==> config.mk <==
export PLATFORM = sky130hd
export DESIGN_NAME = mtf_decoder
export DESIGN_NICKNAME = d
export VERILOG_FILES = /design/src/rtl/mtf_decoder.sv
export SDC_FILE = /design/constraint.sdc
export NUM_CORES = 1
export LEC_CHECK = 0
export ABC_AREA = 0
export CORE_UTILIZATION = 51
export CTS_CLUSTER_SIZE = 40
export DETAILED_ROUTE_END_ITERATION = 10
export PLACE_DENSITY = 0.77
export SYNTH_ARGS = -nofsm -noshare
export SYNTH_HDL_FRONTEND = slang
export SYNTH_SLANG_ARGS = --single-unit
==> constraint.sdc <==
create_clock -name clk_in -period 2.2 [get_ports clk_in]
set_clock_uncertainty 0.05 [all_clocks]
set_input_delay 0.33 -clock clk_in [delete_from_list [all_inputs] [get_ports clk_in]]
set_output_delay 0.33 -clock clk_in [all_outputs]
set_load 0.03 [all_outputs]
==> src/rtl/mtf_decoder.sv <==
// ============================================================================
// mtf_decoder : move-to-front token decoder with a most-recent-first table
// Rev 1.0
// ============================================================================
`default_nettype none

module mtf_decoder #(
  parameter  int DATA_W = 8,
  parameter  int DEPTH  = 4,
  localparam int IDX_W  = $clog2(DEPTH)
) (
  input  logic              clk_in,
  input  logic              reset_n_in,
  input  logic              clear_in,
  input  logic              tok_valid_in,
  output logic              tok_ready_out,
  input  logic              tok_hit_in,
  input  logic [IDX_W-1:0]  tok_idx_in,
  input  logic [DATA_W-1:0] tok_lit_in,
  output logic              out_valid_out,
  input  logic              out_ready_in,
  output logic [DATA_W-1:0] out_data_out,
  output logic [IDX_W:0]    fill_out,
  output logic              err_out
);

  localparam int CNT_W = IDX_W + 1;
  localparam logic [CNT_W-1:0] FULL = CNT_W'(DEPTH);

  logic [DATA_W-1:0] table_q [DEPTH];
  logic [DATA_W-1:0] table_d [DEPTH];
  logic [CNT_W-1:0]  fill_q;
  logic [CNT_W-1:0]  fill_d;
  logic              out_valid_q;
  logic [DATA_W-1:0] out_data_q;
  logic              err_q;

  logic              accept;
  logic              match_found;
  logic [IDX_W-1:0]  match_idx;
  logic [IDX_W-1:0]  sel_idx;
  logic              idx_ok;
  logic              is_move;
  logic              is_bad;
  logic [IDX_W-1:0]  shift_lim;
  logic [DATA_W-1:0] sel_val;
  logic [DATA_W-1:0] new_val;

  assign tok_ready_out = !out_valid_q || out_ready_in;
  assign accept        = tok_valid_in && tok_ready_out && !clear_in;

  // Scan from the tail so the lowest-numbered matching entry wins.
  always_comb begin
    match_found = 1'b0;
    match_idx   = '0;
    for (int i = DEPTH - 1; i >= 0; i--) begin
      if ((CNT_W'(i) < fill_q) && (table_q[i] == tok_lit_in)) begin
        match_found = 1'b1;
        match_idx   = IDX_W'(i);
      end
    end
  end

  always_comb begin
    idx_ok  = ({1'b0, tok_idx_in} < fill_q);
    sel_idx = tok_hit_in ? tok_idx_in : match_idx;
    is_move = tok_hit_in ? idx_ok : match_found;
    is_bad  = tok_hit_in && !idx_ok;
    // A fresh literal is a move-to-front from one past the tail.
    shift_lim = is_move ? sel_idx : IDX_W'(DEPTH - 1);
    sel_val = '0;
    for (int i = 0; i < DEPTH; i++) begin
      if (IDX_W'(i) == sel_idx) begin
        sel_val = table_q[i];
      end
    end
    new_val = is_move ? sel_val : tok_lit_in;
  end

  always_comb begin
    table_d = table_q;
    fill_d  = fill_q;
    if (accept && !is_bad) begin
      table_d[0] = new_val;
      for (int i = 1; i < DEPTH; i++) begin
        if (IDX_W'(i) <= shift_lim) begin
          table_d[i] = table_q[i-1];
        end
      end
      if (!is_move && (fill_q != FULL)) begin
        fill_d = fill_q + CNT_W'(1);
      end
    end
  end

  always_ff @(posedge clk_in or negedge reset_n_in) begin
    if (!reset_n_in) begin
      for (int i = 0; i < DEPTH; i++) begin
        table_q[i] <= '0;
      end
      fill_q <= '0;
    end else if (clear_in) begin
      for (int i = 0; i < DEPTH; i++) begin
        table_q[i] <= '0;
      end
      fill_q <= '0;
    end else begin
      table_q <= table_d;
      fill_q  <= fill_d;
    end
  end

  always_ff @(posedge clk_in or negedge reset_n_in) begin
    if (!reset_n_in) begin
      out_valid_q <= 1'b0;
      out_data_q  <= '0;
      err_q       <= 1'b0;
    end else if (clear_in) begin
      out_valid_q <= 1'b0;
      err_q       <= 1'b0;
    end else begin
      if (accept && !is_bad) begin
        out_valid_q <= 1'b1;
        out_data_q  <= new_val;
      end else if (out_ready_in) begin
        out_valid_q <= 1'b0;
      end
      if (accept && is_bad) begin
        err_q <= 1'b1;
      end
    end
  end

  assign out_valid_out = out_valid_q;
  assign out_data_out  = out_data_q;
  assign fill_out      = fill_q;
  assign err_out       = err_q;

endmodule

`default_nettype wire

==> metrics, run 1 <==
Gate power share=0.262; CTS Hold Bufs=0; CTS Buffer Depth=2; Pins Over Slew Limit=0; Die Ht=75.7 µm; most frequent cells after synthesis=nor2_1 (68), dfrtp_1 (45), xor2_1 (26), mux2i_1 (17), a32o_1 (14); CTS Buf Count=5; number of global-route vias before repair=2432; Ports=30; Post-Syn Nets=316; Post-synth EDFFs=0; PwrDens=575 nW/µm²; Mapped Avg Cell Area=9.33 µm²; post-synth cell types=45; flops & latches, synth=45; Antenna Nets Post-Route=0; PnR worst setup slack=-142 ps; Clock Latency Late Sink=310 ps; setup repair after global routing missed its margin=yes; sequential share of power=0.427; Final Hold Fails=0; Critical Path Source Type=flip-flop; Die ar.=5730 µm²; pre-CTS setup slack=-728 ps; worst rel slew slack=0.612; Initial Util=0.536; wire per inst=17.8 µm; Detailed Place HPWL=5.30 mm; sw frac=0.300; # rows=26; CTS tree=built; ys async rst share=1.00; Synth Cell Area=2770 µm²; first-pass GRT wire length=11.9 mm; Synth area leader=dfrtp_1; Post-Syn Instances=297; total number of vias=2575; most frequent cell after synthesis=nor2_1; # nets final=392; CTS Sinks=45; Total GRT Usage=0.289; run status=finished, violations left; CTS root buf=clkbuf_8; DRC=0; post-layout util=0.719; LEAKAGE=1.68 nW; ant diodes=0; kind of critical path=flip-flop to flip-flop; VDD IR-drop max=0.353 mV; top cell type's share of synthesized area=0.406; crit path max fanout=5; gpl congestion=0.890; initial antenna violation count=0; max frequency=0.427 GHz; Routed Wire Length=7.91 mm; # port buffers=29; die width=75.7 µm; proportion of layout cells with a drive suffix above 1=0.286; final setup TNS=-2510 ps; switching power=643 µW; htree depth=2; fin crit period=2340 ps; 1st-iter DRT viols=211; CP required=2330 ps; maxcap violations=0; Layout area overhead=34.2%; worst hold path class=input pin to async pin; Main synth FF type=dfrtp_1; Reg clk slew, reported paths=80 ps; gr ovfl total=0; Pre-Repair DR Iteration Count=5; Yosys Warn Count=0; detailed-route vias per instance=5.80; Min Hold Slack=50.8 ps; register area share after synthesis=0.406; Worst Setup End Kind=flip-flop; core area=5170 µm²; dpl cells=427; Pint=1.50 mW; largest cells by area after synthesis=dfrtp_1 (41%), nor2_1 (9.2%), xor2_1 (8.2%), mux2i_1 (6.1%), a32o_1 (5.1%); Critical Path AT=2470 ps; clock share of power=0.311; pin count of the biggest net entering global routing=46; period utilization=1.06; Final Non-Filler Cells=444; Slew @ Worst Pin=581 ps; # setup viols final=27; failing checks=negative setup slack
## what timing repair did
| item | CTS | global route |
|---|---|---|
| setup buffers | 5 | 4 |
| pin swaps | 16 | 11 |
| resized for setup | 21 | 14 |
| setup endpoints to repair | 35 | 27 |
## per-stage QoR
step | total power [mW] | instance area, µm²
final | 2.14 | 3720
after floorplan | 1.23 | 2840
after CTS | 2.13 | 3630
after global routing | 2.22 | 3720
after detailed placement | 1.46 | 3440
after global placement | 1.45 | 3440
## cells in the final DEF (no fill, tap or decap), types with 9 or more instances in the layout
cell type / n
o21ai_1: 9
clkdlybuf4s50_1: 20
a32o_1: 14
dfrtp_1: 42
xor2_1: 25
nand2b_1: 11
mux2i_1: 16
buf_4: 55
nand2_1: 13
nor2_1: 66
## routing by layer
layer / vias up / wire length, µm / track usage
met3: 23 / 546 / 0.0648
met4: 0 / 219 / 0.119
li1: 1173 / - / -
met1: 1263 / 3350 / 0.384
met5: - / 0 / 0
met2: 116 / 3800 / 0.458
## worst paths after layout
path | from | end | slack (ps) | cells after the start
min in group clk_in | out_data_out[4] | out_data_out[4] | 450 | 1
worst min register to register | out_data_out[4] | out_data_out[4] | 450 | 1
worst max-delay path | table_q[26] | table_q[30] | -140 | 8
worst max register to register | table_q[26] | table_q[30] | -140 | 8
max in group asynchronous | reset_n_in | fill_out[0] | 1630 | 2
worst min-delay path | reset_n_in | out_data_out[6] | 50 | 2
## sequential cells by signal (all words and copies together) (netlist names)
| register | count |
|---|---|
| fill_out | 3 |
| table_q | 32 |
| out_data_out | 8 |
| out_valid_out | 1 |
| err_out | 1 |
## area by class of cell
type                       instances  area (µm²)
multi-input combinational        225        1620
fill                             375        1450
sequential                        45        1130
timing repair buffer              89         744
tap                               70        87.6
clock buffer                       7        86.3
clock inverter                     1        30.0
inverter                           7        26.3
## power groups by stage
stage | clock network, mW | registers [mW] | logic, mW
floorplan | 0 | 1.00 | 0.235
global placement | 0 | 0.927 | 0.521
detailed placement | 0 | 0.929 | 0.528
CTS | 0.674 | 0.913 | 0.539
global route | 0.704 | 0.920 | 0.600
finish | 0.666 | 0.913 | 0.561
## critical path, cell delays in order, from the launching register on
cell and delay, ps:
dfrtp_1 430, xor2_1 190, nor4_2 330, a41oi_2 170, and2_4 220, a21oi_4 190, mux2_4 320, o211ai_2 180
a311oi_2 120
## cell families after synthesis
family	count (synthesis)	synth area share
flops	45	0.406
simple gates	113	0.187
fa+ha+maj	3	0.0135
compound gates	58	0.162
buf+inv	27	0.0609
xor+xnor	33	0.104
mux	18	0.0655
(Power assumes the default switching activity.)
==> run 2: changes to the inputs <==
Settings changed: CORE_UTILIZATION 51 to 50, PLACE_DENSITY 0.77 to 0.76.
==> metrics, run 2 (same netlist as run 1, synthesis figures left out) <==
die width=76.5 µm; setup repair after global routing missed its margin=yes; commonest cells after routing, fill and taps aside=nor2_1 (66), buf_4 (58), dfrtp_1 (42); r2r setup slk=-190 ps; Slew @ Worst Pin=862 ps; pre-CTS setup slack=-671 ps; gr ovfl total=0; Die Ht=76.5 µm; Power, Total=2.02 mW; worst hold path class=input pin to async pin; run status=finished, violations left; gpl congestion=0.929; Final Hold Fails=0; Total GRT Usage=0.280; Pins Over Slew Limit=0; kind of critical path=flip-flop to flip-flop; r2r startpoint=table_q[24]; number of global-route vias before repair=2562; post-layout util=0.724; CTS root buf=clkbuf_8; Detailed Place HPWL=5.19 mm; proportion of layout cells with a drive suffix above 1=0.307; Reg clk slew, reported paths=100 ps; Reg2Reg Capture Point=table_q[19]; core area=5240 µm²; detailed-route vias per instance=5.75; Critical Path Source Type=flip-flop; slowest stage cell on the critical path=dfrtp_1; Critical Path AT=2530 ps; LEAKAGE=1.71 nW; Ports=30; CTS tree=built; crit path max fanout=5; maxcap violations=0; initial antenna violation count=0; failing checks=negative setup slack; worst rel slew slack=0.425; DRC=0; # rows=26; Clock Latency Late Sink=310 ps; CTS Buffer Depth=2; PnR worst setup slack=-191 ps; ant diodes=0; CP required=2340 ps; Initial Util=0.529; pin count of the biggest net entering global routing=39; Setup crit start=table_q[24]; critical path, cell by cell=xor2_2, nor4_2, a41oi_2, and2_4, o21a_1, a21o_1, buf_6, mux2i_1, nor2_1; 1st-iter DRT viols=226; fin crit period=2390 ps; FF/Latch Area=1130 µm²; Worst Setup End Kind=flip-flop; max frequency=0.418 GHz; worst path bufs/invs=1; max reg flops=32; CTS Hold Bufs=0; htree depth=2; CTS Sinks=45; first-pass GRT wire length=12.6 mm; slowest stage delay, CP=430 ps; period utilization=1.09; family with the most delay on the worst path=simple AND/OR/NAND/NOR gates; Die ar.=5840 µm²; CTS Buf Count=5; # port buffers=29; fillers=372; # nets final=399; Routed Wire Length=8.03 mm; PwrDens=533 nW/µm²; commonest non-fill, non-tap cell in the layout=nor2_1; Antenna Nets Post-Route=0; total number of vias=2592; wire per inst=17.8 µm; Layout area overhead=36.8%; # setup viols final=25; dpl cells=433; R2R cell count=9; Final Cell Area=3790 µm²; area of placed instances=3490 µm²; Pre-Repair DR Iteration Count=6; VDD IR-drop max=0.373 mV; Final Non-Filler Cells=451; area of the multi-input gates=1640 µm²; most flop-heavy register=table_q
[run 2: routing by layer]
layer | GRT usage | part of all wire
met1 | 0.350 | 0.40
met2 | 0.464 | 0.49
met3 | 0.0587 | 0.084
met4 | 0.131 | 0.027
met5 | 0 | 0
[run 2: timing repair]
item,4_1_cts,5_1_grt
gates cloned,0,0
gates resized for setup,15,27
pin swaps,15,15
endpoints found under the hold margin,0,0
buffers inserted,6,5
setup endpoints to repair,35,38
[run 2: how the worst max path moves through the flow]
stage / to / slack (ps) / cells after the start
after floorplan: table_q[22] / 20 / 10
after global placement: table_q[16] / -580 / 11
after detailed placement: table_q[25] / -670 / 9
after CTS: table_q[30] / -120 / 8
after global routing: table_q[19] / -270 / 9
final: table_q[19] / -190 / 9
[run 2: final cells by class]
| type | instances | area share |
|---|---|---|
| Multi-Input combinational cell | 225 | 0.433 |
| Timing Repair Buffer | 96 | 0.215 |
| Clock buffer | 5 | 0.0181 |
| Clock inverter | 3 | 0.00561 |
| Tap cell | 70 | 0.0231 |
| Inverter | 7 | 0.00693 |
| Sequential cell | 45 | 0.298 |
[run 2: power breakdown]
part	internal (mW)	switching (mW)	total, mW
Clock	0.226	0.310	0.535
Combinational	0.256	0.316	0.572
Sequential	0.877	0.0358	0.913
Total	1.36	0.662	2.02
[run 2: per-stage QoR]
step	hold WS, ps	setup TNS [ps]
floorplan	-15.6	0
global placement	428	-18700
detailed placement	432	-20570
CTS	107	-2020
global route	147	-5200
finish	73.5	-3130
